==> config.mk <==
export PLATFORM = sky130hd
export DESIGN_NAME = led_s2p_rx
export DESIGN_NICKNAME = d
export VERILOG_FILES = /design/src/rtl/led_s2p_rx.sv
export SDC_FILE = /design/constraint.sdc
export NUM_CORES = 1
export LEC_CHECK = 0
export ABC_AREA = 1
export BUFFER_PORTS_ARGS = -buffer_cell sky130_fd_sc_hd__buf_4
export CORE_ASPECT_RATIO = 2
export CORE_MARGIN = 10
export CORE_UTILIZATION = 45
export CTS_CLUSTER_DIAMETER = 30
export DETAILED_ROUTE_END_ITERATION = 16
export SYNTH_ARGS = -nofsm -noshare
export SYNTH_HDL_FRONTEND = slang
export SYNTH_SLANG_ARGS = --single-unit
export TNS_END_PERCENT = 10
==> constraint.sdc <==
create_clock -name clk -period 2.3 [get_ports clk]
set_input_delay 0.345 -clock clk [delete_from_list [all_inputs] [get_ports clk]]
set_output_delay 0.345 -clock clk [all_outputs]
set_load 0.005 [all_outputs]
==> src/rtl/led_s2p_rx.sv <==
// led_s2p_rx: LED shift-chain serial-to-parallel receiver; clk, rst (async, active-high), s_clk/s_data/s_clrn/s_pen link in, data_out/data_valid/frame_err/busy/timeout out; optional idle abort via LED_S2P_TIMEOUT_EN
module led_s2p_rx #(
  parameter int DATA_BITS = 16,
  parameter logic [DATA_BITS-1:0] RESET_VALUE = '0,
  parameter int TIMEOUT_CYCLES = 1024
) (
  input  logic                 clk,
  input  logic                 rst,
  input  logic                 s_clk,
  input  logic                 s_data,
  input  logic                 s_clrn,
  input  logic                 s_pen,
  output logic [DATA_BITS-1:0] data_out,
  output logic                 data_valid,
  output logic                 frame_err,
  output logic                 busy,
  output logic                 timeout
);
  localparam int CW = $clog2(DATA_BITS + 2);
  localparam logic [CW-1:0] FULL_C = CW'(DATA_BITS);
  localparam logic [CW-1:0] MAX_C = CW'(DATA_BITS + 1);
  typedef enum logic [1:0] {IDLE, SHIFT, FULL, OVER} state_t;
  logic [1:0] ck_s, dt_s, cl_s, pe_s;
  logic ck_d, pe_d;
  logic shift_ev, latch_ev, clr, s_bit, good, to_hit;
  logic [CW-1:0] cnt, sh_cnt, cnt_n;
  logic [DATA_BITS-1:0] sr, sh_sr, sr_n, dout_n;
  logic valid_n, ferr_n;
  state_t state;
  always_ff @(posedge clk or posedge rst)
    if (rst) begin
      ck_s <= '0;
      dt_s <= '0;
      cl_s <= 2'b11;
      pe_s <= '0;
      ck_d <= 1'b0;
      pe_d <= 1'b0;
    end else begin
      ck_s <= {ck_s[0], s_clk};
      dt_s <= {dt_s[0], s_data};
      cl_s <= {cl_s[0], s_clrn};
      pe_s <= {pe_s[0], s_pen};
      ck_d <= ck_s[1];
      pe_d <= pe_s[1];
    end
  assign shift_ev = ck_s[1] & ~ck_d;
  assign latch_ev = pe_s[1] & ~pe_d;
  assign clr = ~cl_s[1];
  assign s_bit = dt_s[1];
`ifdef LED_S2P_TIMEOUT_EN
  localparam logic [15:0] TO_C = 16'(TIMEOUT_CYCLES);
  logic [15:0] idle, idle_n;
  logic to_q;
  assign to_hit = !clr && !shift_ev && !latch_ev && cnt != '0 && idle == TO_C;
  assign idle_n = (clr || shift_ev || latch_ev || to_hit || cnt == '0) ? '0 : idle + 16'd1;
  always_ff @(posedge clk or posedge rst)
    if (rst) begin
      idle <= '0;
      to_q <= 1'b0;
    end else begin
      idle <= idle_n;
      to_q <= to_hit;
    end
  assign timeout = to_q;
`else
  assign to_hit = 1'b0;
  assign timeout = 1'b0;
`endif
  always_ff @(posedge clk or posedge rst)
    if (rst) begin
      cnt <= '0;
      sr <= '0;
      data_out <= RESET_VALUE;
      data_valid <= 1'b0;
      frame_err <= 1'b0;
    end else begin
      cnt <= cnt_n;
      sr <= sr_n;
      data_out <= dout_n;
      data_valid <= valid_n;
      frame_err <= ferr_n;
    end
  // shift is applied before the latch looks at cnt and sr in the same cycle
  always_comb begin
    sh_cnt = (shift_ev && cnt != MAX_C) ? cnt + 1'b1 : cnt;
    sh_sr = shift_ev ? {sr[DATA_BITS-2:0], s_bit} : sr;
    good = latch_ev && sh_cnt == FULL_C;
    sr_n = clr ? '0 : sh_sr;
    cnt_n = (clr || latch_ev || to_hit) ? '0 : sh_cnt;
    dout_n = (!clr && good) ? sh_sr : data_out;
    valid_n = !clr && good;
    ferr_n = (clr || !latch_ev) ? frame_err : !good;
  end
  always_comb begin
    state = cnt == '0 ? IDLE : cnt < FULL_C ? SHIFT : cnt == FULL_C ? FULL : OVER;
    busy = state != IDLE;
  end
endmodule
* Word-level counts from Yosys, hierarchy flattened *
Index checks and enable logic that the tools add are counted.

word-level totals
  bits in registers = 49
  input bits = 6
  output and inout bits = 20
  logic and storage cells = 37

operators by class
  add/subtract/negate cells = 1
  $lt $le $gt $ge = 1
  equality and inequality tests = 3
  mux-type cells = 7
  bitwise logic cells = 5
  reductions and logical operators = 9

operators by type and width
  operator                                     count
  two-way mux 16 bit                           2
  == test 5 bit, second input constant         2
  two-way mux 5 bit                            2
  adder 5 x 1 -> 5 bit, second input constant  1
  zero test 5 bit                              1
  < comparator 5 bit, second input constant    1
  != test 5 bit, second input constant         1
  two-way mux 2 bit                            2
  logical AND 1 bit                            3
  NOT 1 bit                                    3
  AND 1 bit                                    2
  zero test 1 bit                              2
  logical OR 1 bit                             2
  nonzero test 2 bit                           1
  two-way mux 1 bit                            1

* Depth between registers and ports, before layout *
  word-level depth = 7
  depth in mapped cells = 14
  mapped depth without buffers = 13

* Worst setup path before layout *
No wires, ideal clock.

  kind = register to register
  from = register cnt[0]
  to = register data_out[14]
  library setup time = 0.117 ns
  data arrival time = 1.495 ns
  data required time = 2.183 ns
  setup slack = 0.688 ns
  stages on the path, launching flop included = 11
  buffers on the path = 1
  clock period less this slack = 1.612 ns
  cells stage by stage = dfrtp_1 -> inv_1 -> ha_1 -> nand3b_1 -> nand2_1 -> nand2_2 -> nor2_8 -> nand2_4 -> buf_6 -> nand2_1 -> nand2_1

between the ends
  word-level cells in the longest chain between the ends = 6
  elaborated cells between the ends (all ways) = 7
  those cells by class = 1 x add/sub; 2 x eq/ne; 1 x mux; 3 x reduce/logical

RTL lines
  what                                                                          RTL line  RTL
  start, declared                                                               26        logic [CW-1:0] cnt, sh_cnt, cnt_n;
  start signal, assigned                                                        77        cnt <= cnt_n;
  parallel branches: the longest is 2 deep, another holds adder 5 x 1 -> 5 bit  -
  two-way mux 5 bit *                                                           85        sh_cnt = (shift_ev && cnt != MAX_C) ? cnt + 1'b1 : cnt;
  == test 5 bit *                                                               87        good = latch_ev && sh_cnt == FULL_C;
  logical AND 1 bit *                                                           87
  logical AND 1 bit *                                                           90        dout_n = (!clr && good) ? sh_sr : data_out;
  end signal, assigned                                                          79        data_out <= dout_n;
  end, declared                                                                 13        output logic [DATA_BITS-1:0] data_out,

Every way passes the cells marked *.
A chain may end at the register's enable or synchronous reset.

* Final worst setup path *
  from = register cnt[0]
  to = register data_out[7]

Same word-level chain as after synthesis.

==> flow_summary.ini <==
[run_status]
status = complete, no violations

[worst_hold_path]
hp-class = primary input to flop
whs_endpoint = cl_s[0]$_DFF_PP1_
holdCritStartpoint = s_clrn
hold_depth = 1

[setup_path]
cpPeakStageDelay_ns = 0.45
timing.rr.start = cnt[0]$_DFF_PP0_
crit_family = simple AND/OR/NAND/NOR gates
arrival_ns = 2.03
cp.required_ns = 2.48
path_cells = inv_1 > ha_1 > nand3b_1 > nand2_1 > nand2_2 > nor2_8 > nand2_4 > nand2_1 > nand2_1
rr_worst_depth = 9
cp-start-kind = flop
end_kind = flop
reg2reg_to = data_out[7]$_DFFE_PP0P_
rrSetupSlack_ns = 0.45
cp_num_buf_inv = 1
cp_max_fo = 17
worstSetupPathType = flop to flop
cp_slowest_cell = dfrtp_1
critPathMostFrequentCell = nand2_1

[sta]
fin_skew_ns = 0.0101
finalCritPeriodShare = 0.806
min_period_ns = 1.85
setup_violations = 0
finalHoldViolations = 0
drv_slew = 0
rsz0062_at_grt = no
max_freq_ghz = 0.540
setup_tns_ns = 0

[clock_network]
cts-htree-levels = 2
post_cts_buffers = 0
insertion_delay_ns = 0.29
root_buffer = clkbuf_8
cts_tree = yes
numCtsBuffers = 5
cts.clk_slew.worst_paths_ns = 0.08
clk_path_buf_depth = 2
cts_sinks = 49

[synthesis]
synth_fp_nets = 253
async_flop_share = 1.00
synth.distinct_cells = 26
synth_top_cell_by_area = dfrtp_1
synth_warnings = 0
yosysMostFrequentCell = nand2_1
synthTopCellsByArea = dfrtp_1 (55%), nand2_1 (11%), inv_1 (6.6%), nand3_1 (4.7%), nor2_1 (3.5%)
synth_top_area_share = 0.547
synth_cells = 244
syn_avg_cell_area_um2 = 8.82
synth_common_cells = nand2_1 (61), dfrtp_1 (47), inv_1 (38), nand3_1 (20), nor2_1 (20)
ys_seq_area_frac = 0.571
ys.flop_type = dfrtp_1
synth-edff-count = 0
netlist_area_mm2 = 0.00215
ys_ff_latch = 49

[finish]
n_antenna_cell = 0
drive_gt1_frac = 0.205
nets = 281
area_delta_synth_final_pct = 15.3

[pwr]
combPwrFrac = 0.057
seq_power_share = 0.604
p_leak_uw = 0.00127
switching_share = 0.215
p_switching_uw = 314
power_density_mw_per_mm2 = 589
p_int_uw = 1150
pwr-share-clk = 0.340
vdd_drop_max_uv = 416
power_uw = 1460

[global_routing]
grt_usage = 0.122
grt_pass1_vias = 1672
grt_overflow_total = 0
grt_pass1_wl_mm = 7.67
grt_max_degree = 32
grt_antenna_before_repair = 0

[floorplan]
initial_utilization = 0.464
dieArea_mm2 = 0.00812
die_w_um = 68.9
rows = 35
io_pins = 26
die_y_um = 118
core_mm2 = 0.00464

[route]
via_count = 1559
wl_per_cell_um = 13.4
drt.antenna.violating_nets = 0
initialDrtViolationCount = 108
viasPerCell = 4.75
wl_mm = 4.41
drtPass1Iterations = 5
drcViolationCount = 0

[place]
routabilityCongestion = 0.856
portBuffers = 24
dp_hpwl_mm = 3.32

[flow_run]
drv_cap = 0
[cell families (layout without fill, tap and decap cells)]
| family | after synthesis | after routing | share of synthesized area |
|---|---|---|---|
| other cells | 1 | 1 | 0.00174 |
| xor+xnor | 1 | 1 | 0.00407 |
| flops | 49 | 49 | 0.571 |
| buf+inv | 51 | 80 | 0.0977 |
| simple gates | 118 | 118 | 0.257 |
| compound gates | 21 | 21 | 0.0512 |
| fa+ha+maj | 3 | 3 | 0.0174 |
[power by group through the flow]
stage | Clock, uW | Sequential (uW) | Combinational (uW)
floorplan | 0 | 898 | 55.6
global placement | 0 | 899 | 82.2
detailed placement | 0 | 900 | 83.4
CTS | 524 | 883 | 85.1
global route | 550 | 885 | 95.6
finish | 496 | 882 | 82.9
[worst max-delay path by stage]
stage          slack, ns  cells after the start                        to              from
2_1_floorplan       0.69                     10  data_out[14]$_DFFE_PP0P_  cnt[0]$_DFF_PP0_
3_3_place_gp        0.49                      9  data_out[15]$_DFFE_PP0P_  cnt[0]$_DFF_PP0_
3_5_place_dp        0.45                      9   data_out[9]$_DFFE_PP0P_  cnt[0]$_DFF_PP0_
4_1_cts             0.43                      9   data_out[1]$_DFFE_PP0P_  cnt[0]$_DFF_PP0_
5_1_grt             0.19                     13   data_out[2]$_DFFE_PP0P_  cnt[1]$_DFF_PP0_
6_report            0.45                      9   data_out[7]$_DFFE_PP0P_  cnt[0]$_DFF_PP0_
[repair_timing]
action / CTS / global route
hold endpoints to repair: 8 / 0
hold buffers: 1 / 0
resized for setup: 0 / 0
[cells in the final DEF (no fill, tap or decap)]
cell           netlist  routed
a21oi_1              4       4
buf_4                3      28
clkbuf_1             4       2
clkbuf_8             0       6
clkinv_1             1       1
conb_1               1       1
dfrtp_1             47      47
dfstp_2              2       2
dlygate4sd3_1        0       1
ha_1                 3       3
inv_1               38      37
inv_2                4       5
nand2_1             61      61
nand2_2              6       6
nand2_4              2       2
nand3_1             20      20
nand3_2              1       1
nand3b_1             1       1
nand4_1              1       1
nor2_1              20      20
nor2_2               2       2
nor2_8               2       2
o21a_1               1       1
o21ai_0             15      15
o21bai_1             1       1
or2_2                2       2
xor2_1               1       1
[per-layer routing]
layer	vias up	routed length, um	global-route usage	part of all wire
met1	737	1590	0.124	0.36
met2	23	2570	0.217	0.58
met3	8	130	0.0229	0.029
li1	791	-	-	-
met5	-	0	0	0
met4	0	116	0.0608	0.026
[flip-flops by register name, indices dropped and copies added, names as in the netlist]
name,flops
pe_s,2
ck_s,2
data_out,16
dt_s,2
cl_s,2
frame_err,1
ck_d,1
sr,16
data_valid,1
cnt,5
pe_d,1
[through the flow]
stage	cell area, um^2	std cells	hold slack (ns)	setup slack [ns]	util
finish	2480	328	0.157	0.447	0.535
global route	2480	328	0.139	0.194	0.535
CTS	2480	328	0.145	0.428	0.535
detailed placement	2380	319	0.292	0.447	0.513
global placement	2380	319	0.290	0.491	0.513
floorplan	2150	244	0.331	0.688	-
[layout make-up]
cell class | count | area, um^2
inverters | 43 | 161
clock buffers | 8 | 90.1
repair buffers | 29 | 220
flip-flops and latches | 49 | 1230
well taps | 55 | 68.8
multi-input cells | 144 | 713
fillers | 463 | 2160
(Power assumes the default switching activity.)
